==> src/rtl/fm_special_pipe_pkg.sv <==
// fm_special_pipe_pkg: shared types, default widths and special-value constants for the fp multiplier
package fm_special_pipe_pkg;

    localparam int DEF_EXP_W = 8;
    localparam int DEF_SIG_W = 23;

    typedef struct packed {
        logic zero;
        logic inf;
        logic nan;
        logic snan;
    } fm_class_t;

    // {exp,sig} of +infinity, right-aligned in 64 bits
    function automatic logic [63:0] const_infinity(input int exp_w, input int sig_w);
        return ((64'd1 << exp_w) - 64'd1) << sig_w;
    endfunction

    // {exp,sig} of the canonical quiet NaN produced for inf*0
    function automatic logic [63:0] const_nan(input int exp_w, input int sig_w);
        return const_infinity(exp_w, sig_w) | (64'd1 << (sig_w - 1));
    endfunction

    function automatic logic [63:0] const_zero(input int exp_w, input int sig_w);
        return 64'd0 & 64'(exp_w + sig_w);
    endfunction

endpackage

==> src/rtl/fm_classify.sv <==
// fm_classify: combinational zero/inf/NaN/sNaN classification of one {exp,sig} operand
module fm_classify
    import fm_special_pipe_pkg::*;
#(
    parameter int EXP_W = DEF_EXP_W,
    parameter int SIG_W = DEF_SIG_W
) (
    input  logic [EXP_W+SIG_W-1:0] i_op,
    output fm_class_t              o_cls
);

    logic w_ones;
    logic w_sig_nz;

    assign w_ones   = &i_op[EXP_W+SIG_W-1:SIG_W];
    assign w_sig_nz = |i_op[SIG_W-1:0];

    // denormals count as zero because the multiplier flushes them
    always_comb begin
        o_cls.zero = ~|i_op[EXP_W+SIG_W-1:SIG_W];
        o_cls.inf  = w_ones & ~w_sig_nz;
        o_cls.nan  = w_ones & w_sig_nz;
        o_cls.snan = w_ones & w_sig_nz & ~i_op[SIG_W-1];
    end

endmodule

==> src/rtl/fm_special_pipe.sv <==
// fm_special_pipe: two-stage valid/ready special-case unit (zero/inf/NaN) beside the multiplier datapath
module fm_special_pipe
    import fm_special_pipe_pkg::*;
#(
    parameter int EXP_W     = DEF_EXP_W,
    parameter int SIG_W     = DEF_SIG_W,
    parameter int NAN_MODE  = 0,
    parameter int QUIET_NAN = 1
) (
    input  logic                     i_clk,
    input  logic                     i_reset,
    input  logic                     i_in_valid,
    output logic                     o_in_ready,
    input  logic [EXP_W+SIG_W:0]     i_a,
    input  logic [EXP_W+SIG_W:0]     i_b,
    output logic                     o_out_valid,
    input  logic                     i_out_ready,
    output logic [EXP_W+SIG_W-1:0]   o_special,
    output logic                     o_specialsign,
    output logic                     o_specialcase,
    output logic                     o_specialsigncase,
    output logic                     o_invalid,
    output logic                     o_flag_invalid,
    input  logic                     i_clr_flags
);

    localparam int WIDTH = 1 + EXP_W + SIG_W;
    localparam logic [WIDTH-2:0] CONSTNAN      = (WIDTH-1)'(const_nan(EXP_W, SIG_W));
    localparam logic [WIDTH-2:0] CONSTINFINITY = (WIDTH-1)'(const_infinity(EXP_W, SIG_W));
    localparam logic [WIDTH-2:0] CONSTZERO     = (WIDTH-1)'(const_zero(EXP_W, SIG_W));
    localparam logic [WIDTH-2:0] QUIET_BIT     = (QUIET_NAN != 0) ? (WIDTH-1)'(64'd1 << (SIG_W - 1)) : '0;

    fm_class_t w_ca, w_cb;
    logic      w_adv1, w_adv2;

    logic             r_s1_valid;
    fm_class_t        r_ca, r_cb;
    logic [WIDTH-1:0] r_a, r_b;

    logic             r_s2_valid;
    logic [WIDTH-2:0] r_special;
    logic             r_sign, r_case, r_sigcase, r_invalid;
    logic             r_flag;

    logic             w_a_first, w_any_nan, w_inf_zero;
    logic [WIDTH-1:0] w_pick;
    logic [WIDTH-2:0] w_special;
    logic             w_sign, w_case, w_sigcase, w_invalid;

    fm_classify #(.EXP_W(EXP_W), .SIG_W(SIG_W)) u_cls_a (.i_op(i_a[WIDTH-2:0]), .o_cls(w_ca));
    fm_classify #(.EXP_W(EXP_W), .SIG_W(SIG_W)) u_cls_b (.i_op(i_b[WIDTH-2:0]), .o_cls(w_cb));

    assign w_adv2     = ~r_s2_valid | i_out_ready;
    assign w_adv1     = ~r_s1_valid | w_adv2;
    assign o_in_ready = w_adv1;

    // special-result selection from the stage-1 operands, NaN > inf*0 > zero > inf
    always_comb begin
        w_a_first  = (NAN_MODE == 0) ? r_ca.nan & (~r_cb.nan | (r_a[SIG_W-1:0] >= r_b[SIG_W-1:0])) : r_ca.nan;
        w_pick     = w_a_first ? r_a : r_b;
        w_any_nan  = r_ca.nan | r_cb.nan;
        w_inf_zero = (r_ca.inf & r_cb.zero) | (r_ca.zero & r_cb.inf);
        w_special  = w_any_nan ? (w_pick[WIDTH-2:0] | QUIET_BIT) :
                     w_inf_zero ? CONSTNAN :
                     (r_ca.zero | r_cb.zero) ? CONSTZERO :
                     (r_ca.inf | r_cb.inf) ? CONSTINFINITY : CONSTZERO;
        w_sign     = w_any_nan ? w_pick[WIDTH-1] : w_inf_zero ? 1'b1 : r_a[WIDTH-1] ^ r_b[WIDTH-1];
        w_case     = w_any_nan | r_ca.zero | r_cb.zero | r_ca.inf | r_cb.inf;
        w_sigcase  = w_inf_zero | w_any_nan;
        w_invalid  = w_inf_zero | r_ca.snan | r_cb.snan;
    end

    // stage 1: capture operands and their classification
    always_ff @(posedge i_clk) begin
        if (i_reset) begin
            r_s1_valid <= 1'b0;
            r_ca       <= '0;
            r_cb       <= '0;
            r_a        <= '0;
            r_b        <= '0;
        end else if (w_adv1) begin
            r_s1_valid <= i_in_valid;
            if (i_in_valid) begin
                r_ca <= w_ca;
                r_cb <= w_cb;
                r_a  <= i_a;
                r_b  <= i_b;
            end
        end
    end

    // stage 2: capture the selected result, held while the consumer stalls
    always_ff @(posedge i_clk) begin
        if (i_reset) begin
            r_s2_valid <= 1'b0;
            r_special  <= '0;
            r_sign     <= 1'b0;
            r_case     <= 1'b0;
            r_sigcase  <= 1'b0;
            r_invalid  <= 1'b0;
        end else if (w_adv2) begin
            r_s2_valid <= r_s1_valid;
            if (r_s1_valid) begin
                r_special <= w_special;
                r_sign    <= w_sign;
                r_case    <= w_case;
                r_sigcase <= w_sigcase;
                r_invalid <= w_invalid;
            end
        end
    end

    // sticky invalid: only transferred results set it, and a set beats a same-cycle clear
    always_ff @(posedge i_clk) begin
        if (i_reset)
            r_flag <= 1'b0;
        else if (r_s2_valid & i_out_ready & r_invalid)
            r_flag <= 1'b1;
        else if (i_clr_flags)
            r_flag <= 1'b0;
    end

    assign o_out_valid       = r_s2_valid;
    assign o_special         = r_special;
    assign o_specialsign     = r_sign;
    assign o_specialcase     = r_case;
    assign o_specialsigncase = r_sigcase;
    assign o_invalid         = r_invalid;
    assign o_flag_invalid    = r_flag;

endmodule

==> config.mk <==
export PLATFORM = sky130hd
export DESIGN_NAME = fm_special_pipe
export DESIGN_NICKNAME = d
export VERILOG_FILES = /design/src/rtl/fm_special_pipe_pkg.sv /design/src/rtl/fm_classify.sv /design/src/rtl/fm_special_pipe.sv
export SDC_FILE = /design/constraint.sdc
export NUM_CORES = 1
export LEC_CHECK = 0
export ABC_AREA = 1
export CORE_MARGIN = 2
export CORE_UTILIZATION = 51
export DETAILED_ROUTE_END_ITERATION = 10
export PLACE_DENSITY = 0.8
export SYNTH_ARGS = -nofsm -noshare
export SYNTH_HDL_FRONTEND = slang
export SYNTH_HIERARCHICAL = 1
export SYNTH_SLANG_ARGS = --single-unit
export TNS_END_PERCENT = 1
==> constraint.sdc <==
create_clock -name i_clk -period 2.3 [get_ports i_clk]
set_input_delay 0.46 -clock i_clk [delete_from_list [all_inputs] [get_ports i_clk]]
set_output_delay 0.46 -clock i_clk [all_outputs]
set_load 0.01 [all_outputs]
==> summary.txt, run 1 <==
GRT
  – Grt met2 use: 43.09%
  – Number of global-route vias before repair: 4936
  – Met1 Resource Use GR: 30.27%
  – Met3 Usage GRT: 4.198%
  – Largest net degree at the start of global routing: 76
  – Grt ovf: 0
  – Initial antenna violation count: 0
  – GRT Resource Usage Total: 24.94%
  – Global route hottest layer: met2
  – First-pass GRT wire length: 22.12 mm

Synthesis
  – FF+latch count, synth: 109
  – Post-Syn Nets: 807
  – Synth cell types: 26
  – Leading area contributor after synthesis: dfxtp_1
  – Synth Instances: 715
  – Share of the synthesized area in the top cell type: 42.70%
  – Syn Std Cell Area: 5110 um2
  – Ys Warns: 6
  – Ranking of synthesized cells by area: dfxtp_1 (43%), a21oi_1 (12%), nand2_1 (7.6%)
  – Register area share after synthesis: 42.70%
  – Syn avg cell area: 7.147 um2

Floorplan
  – Die span in x: 104.1 um
  – Overall die height: 104.1 um
  – Initial Utilization: 52.52%
  – Core area: 9729 um2
  – I/O pins: 107
  – Die Area: 10840 um2
  – FP Rows: 36

Finish
  – Multi-input gate area in the final layout: 2409 um2
  – Commonest non-fill, non-tap cells in the layout: a21oi_1 (119), dfxtp_1 (109), clkdlybuf4s50_1 (106)
  – Area growth syn-to-layout: 27.94%
  – Final net count: 892
  – Layout cells sized above 1: 4.478%
  – Seq. cell area: 2182 um2
  – Fillers: 837
  – Most common cell after layout, fill and taps aside: a21oi_1
  – Ant diodes: 0

Critical path
  – Crit Path Class: in -> out
  – Crit path DAT: 1610 ps
  – Cell repeated most along the worst path: clkdlybuf4s50_1
  – CP peak stage delay: 540 ps
  – Crit start category: input pin
  – Crit end category: output pin
  – CP Max Fanout: 2
  – CP Data Required Time: 1840 ps
  – Crit. Startpoint: i_out_ready
  – Crit-path cells: clkdlybuf4s50_1, inv_1, nand3_1, clkdlybuf4s50_1
  – Reg2reg start: r_b[14]$_SDFFE_PP0P_
  – Slowest CP cell: clkdlybuf4s50_1

STA
  – Final min period: 2071 ps
  – Relative slew slack: 57.16%
  – Worst slew pin tran: 642.5 ps
  – Clk_skew: 9.017 ps
  – RSZ-0062 raised after global routing: no
  – Tcrit/Tclk final: 90.03%
  – Setup TNS: 0 ps
  – Final Hold Viols: 0
  – Setup Viol. Count Final: 0
  – Slew Limit Fails: 0
  – Fmax: 0.4829 GHz

Route
  – Residual DRC: 0
  – Final ANT Viol Nets: 0
  – Initial DRC count: 223
  – Vias per cell: 5.335
  – WL/cell: 14.46 um
  – Drt pass-1 iters: 6
  – DR vias: 4999
  – Routed WL: 13.55 mm

Power and ir drop
  – P_leak: 0.002672 uW
  – Total power: 4190 uW
  – Maximum vdd drop: 0.3039 mV
  – PD cells: 640.9 nW/um2

CTS
  – Latest clock arrival within the worst-skew pair: 370 ps
  – CTS root buffer: clkbuf_8
  – Post-CTS Setup Bufs: 0
  – CTS tree: done
  – H-Tree Depth: 3
  – CTS clk-pin slew, worst paths: 100 ps
  – Cts bufs inserted: 9
  – CTS Sinks: 109
  – Max clock buf depth: 2

Place
  – Hpwl dp: 9.395 mm
  – Buffers on Ports: 106
  – Routability-driven placement congestion ratio: 0.8133

Hold path
  – Hold Crit Class: reg -> reg
  – Hold path start: r_b[24]$_SDFFE_PP0P_

Job
  – Max Cap Violations: 0

Status
  – Status: finished clean
## stage by stage
step / util, % / hold WS [ps] / cells / setup WS (ps) / area, um2
after floorplan: - / 429.7 / 715 / 561.5 / 5110
after global placement: 64.49 / 443.4 / 922 / 229.4 / 6275
after detailed placement: 64.49 / 448.3 / 922 / 216.0 / 6275
after CTS: 67.03 / 463.0 / 937 / 164.5 / 6521
after global routing: 67.19 / 488.9 / 937 / 16.54 / 6538
final: 67.19 / 462.2 / 937 / 229.3 / 6538
## synth_stat cells, drive strengths merged
cell,instances
a21o,1
a21oi,119
a31oi,1
and2,2
buf,13
clkbuf,31
dfxtp,109
ha,23
inv,90
nand2,105
nand3,68
nand4,6
nor2,61
nor2b,2
nor3,1
nor4,5
o21ai,76
o22ai,1
xnor2,1
## final timing paths
kind	to	slack, ps	depth (start not counted)
hold / removal	r_b[24]$_SDFFE_PP0P_	460	2
setup / recovery	o_in_ready	230	4
hold reg to reg	r_b[24]$_SDFFE_PP0P_	460	2
setup reg to reg	o_special[11]$_SDFFE_PP0P_	240	14
## per-layer routing
| layer | part of all wire (%) | up-vias |
|---|---|---|
| li1 | - | 2512 |
| met1 | 43 | 2286 |
| met2 | 48 | 182 |
| met3 | 6.9 | 19 |
| met4 | 1.9 | 0 |
| met5 | 0 | - |
## registers in the layout (all words and copies together) (netlist names)
signal and cells:
r_s1_valid 1, r_cb 4, o_invalid 1, o_specialsign 1, r_ca 4, r_a 32
o_special 31, o_out_valid 1, r_b 32, o_specialcase 1, o_flag_invalid 1
## cells by family after synthesis
family,Yosys count,share of synthesized area (%)
simple gates,250,21.47
compound gates,198,19.49
buf+inv,134,10.53
flops,109,42.70
fa+ha+maj,23,5.632
xor+xnor,1,0.1714
## report_power, final
group / internal (uW) / switching (uW) / leakage, uW
sequential: 2000 / 49.5 / 0.000898
clock: 776 / 632 / 0.000125
combinational: 323 / 413 / 0.00165
total: 3090 / 1100 / 0.00267
## critical path: cells and delay by family
kind	cells	cell delay (ps)
buf+inv	3	1070
simple gates	1	80
## repair_timing
action / CTS / global route
hold buffers: 0 / 0
resized for setup: 0 / 3
endpoints found under the setup margin: 0 / 14
## layout make-up
type | count | area share (%)
multi-input combinational | 472 | 36.84
clock inverter | 4 | 1.455
sequential | 109 | 33.38
timing repair buffer | 118 | 18.30
clock buffer | 11 | 2.316
tap | 133 | 2.545
inverter | 90 | 5.167
No activity file was read; power rests on OpenSTA's default activity.
==> run 2: changes to the inputs <==
- CORE_MARGIN: 2 -> not set
==> run 2 against run 1 <==
Compared with the run above:
- clock power fell by 18%
- first-iteration DRC count increased by 8.1%
- worst hold slack got worse by 3.6 ps
- highest routed layer unchanged
==> summary.txt, run 2 (synthesis gave the netlist of run 1 again) <==
Hold path
  – Hold Path End: r_b[23]$_SDFFE_PP0P_
  – Hold Crit Class: reg -> reg
  – Hold Path Stages: 2
  – Hold path start: r_b[23]$_SDFFE_PP0P_

Finish
  – Core Util, Final: 66.86%
  – Final Instance Area: 6505 um2
  – Area growth syn-to-layout: 27.30%
  – Most common cell after layout, fill and taps aside: a21oi_1
  – Final net count: 894
  – Non-Filler Instances: 940
  – Ant diodes: 0
  – Commonest non-fill, non-tap cells in the layout: a21oi_1 (119), dfxtp_1 (109), clkdlybuf4s50_1 (106)
  – Layout cells sized above 1: 4.833%

Route
  – Drt pass-1 iters: 5
  – Residual DRC: 0
  – Final ANT Viol Nets: 0
  – DR vias: 4973
  – WL/cell: 14.02 um
  – Vias per cell: 5.290
  – Routed WL: 13.18 mm
  – Initial DRC count: 241

CTS
  – Cts bufs inserted: 9
  – H-Tree Depth: 3
  – Max clock buf depth: 2
  – Latest clock arrival within the worst-skew pair: 370 ps
  – CTS root buffer: clkbuf_8
  – CTS tree: done
  – Hold-fix buffers at CTS: 0
  – Post-CTS Setup Bufs: 0
  – Post-CTS sizing: 0
  – CTS Sinks: 109
  – CTS clk-pin slew, worst paths: 100 ps

STA
  – Final Hold Viols: 0
  – Fmax: 0.4822 GHz
  – Setup Viol. Count Final: 0
  – Final min period: 2074 ps
  – Clk_skew: 18.46 ps
  – Slew Limit Fails: 0
  – Worst slew pin tran: 441.8 ps
  – Tcrit/Tclk final: 90.17%
  – Relative slew slack: 70.32%
  – RSZ-0062 raised after global routing: no
  – Setup TNS: 0 ps

Power and ir drop
  – Maximum vdd drop: 0.3227 mV
  – Switching part of the total: 29.88%
  – P_leak: 0.002658 uW
  – Sw Pwr: 1174 uW
  – Comb power frac: 18.7%
  – PD cells: 603.8 nW/um2
  – Clk pwr share: 29.2%
  – Reg power frac: 52.1%
  – Pint: 2754 uW

Critical path
  – Worst R2R End: o_special[19]$_SDFFE_PP0P_
  – CP Data Required Time: 1840 ps
  – R2R setup slack: 240 ps
  – R2r worst-path depth: 14
  – Crit end category: output pin
  – Crit start category: input pin
  – Crit Path Class: in -> out
  – CP Max Fanout: 2
  – Crit path DAT: 1610 ps
  – Reg2reg start: r_b[14]$_SDFFE_PP0P_
  – Crit. Startpoint: i_out_ready

Floorplan
  – Overall die height: 102.1 um
  – Die Area: 10420 um2
  – Initial Utilization: 52.52%
  – I/O pins: 107
  – Die span in x: 102.1 um
  – Core area: 9729 um2
  – FP Rows: 36

GRT
  – First-pass GRT wire length: 21.21 mm
  – GRT Resource Usage Total: 25.92%
  – Met1 Resource Use GR: 31.98%
  – Initial antenna violation count: 0
  – Grt met2 use: 44.66%
  – Met3 Usage GRT: 3.967%
  – Number of global-route vias before repair: 4724
  – Grt ovf: 0
  – Global route hottest layer: met2
  – Largest net degree at the start of global routing: 76

Job
  – Max Cap Violations: 0

Place
  – Area after DPL: 6302 um2
  – Placed cell count: 924
  – Hpwl dp: 9.371 mm
  – Routability-driven placement congestion ratio: 0.8269
  – Buffers on Ports: 106

Status
  – Status: finished clean
run 2: cell count changes in the layout (fill, tap and decap cells not counted), moves of 2 or more:
cell and delta:
inv_6 +2, bufinv_16 -3, clkbuf_8 -2, buf_4 +2, clkinv_8 +2, clkinv_4 +2
run 2: final cells by class:
cell class / instances / area, um2
Clock buffer: 9 / 123.9
Fill cell: 870 / 3224
Sequential cell: 109 / 2182
Multi-Input combinational cell: 472 / 2400
Tap cell: 133 / 166.4
Inverter: 90 / 337.8
Clock inverter: 7 / 78.83
Timing Repair Buffer: 120 / 1216
run 2: how the worst max path moves through the flow:
stage                                            end  slack [ps]
after floorplan           o_special[10]$_SDFFE_PP0P_         560
after global placement                    o_in_ready         230
after detailed placement  o_special[23]$_SDFFE_PP0P_         190
after CTS                                 o_in_ready         220
after global routing      o_special[19]$_SDFFE_PP0P_           3
final                                     o_in_ready         230
run 2: critical path, stage by stage:
cell and delay [ps]:
clkdlybuf4s50_1 470, inv_1 50, nand3_1 90, clkdlybuf4s50_1 540
run 2: per-stage QoR:
step / total power [uW] / hold WS (ps) / worst slack, ps
after floorplan: 2504 / 429.7 / 561.5
after CTS: 3949 / 461.2 / 222.0
after detailed placement: 2813 / 445.6 / 191.8
after global routing: 4127 / 484.2 / 2.944
final: 3927 / 458.7 / 226.0
after global placement: 2787 / 440.0 / 227.5
run 2: power by group through the flow:
stage | clock network, uW | logic [uW] | registers (uW)
2_1_floorplan | 0 | 421 | 2080
3_3_place_gp | 0 | 706 | 2080
3_5_place_dp | 0 | 727 | 2090
4_1_cts | 1170 | 733 | 2040
5_1_grt | 1250 | 824 | 2050
6_report | 1150 | 734 | 2040
run 2: layer usage:
metal  vias up  share of wire (%)
met3        25                5.8
met2       167                 48
li1       2521                  -
met1      2260                 44
met5         -                  0
met4         0                2.4
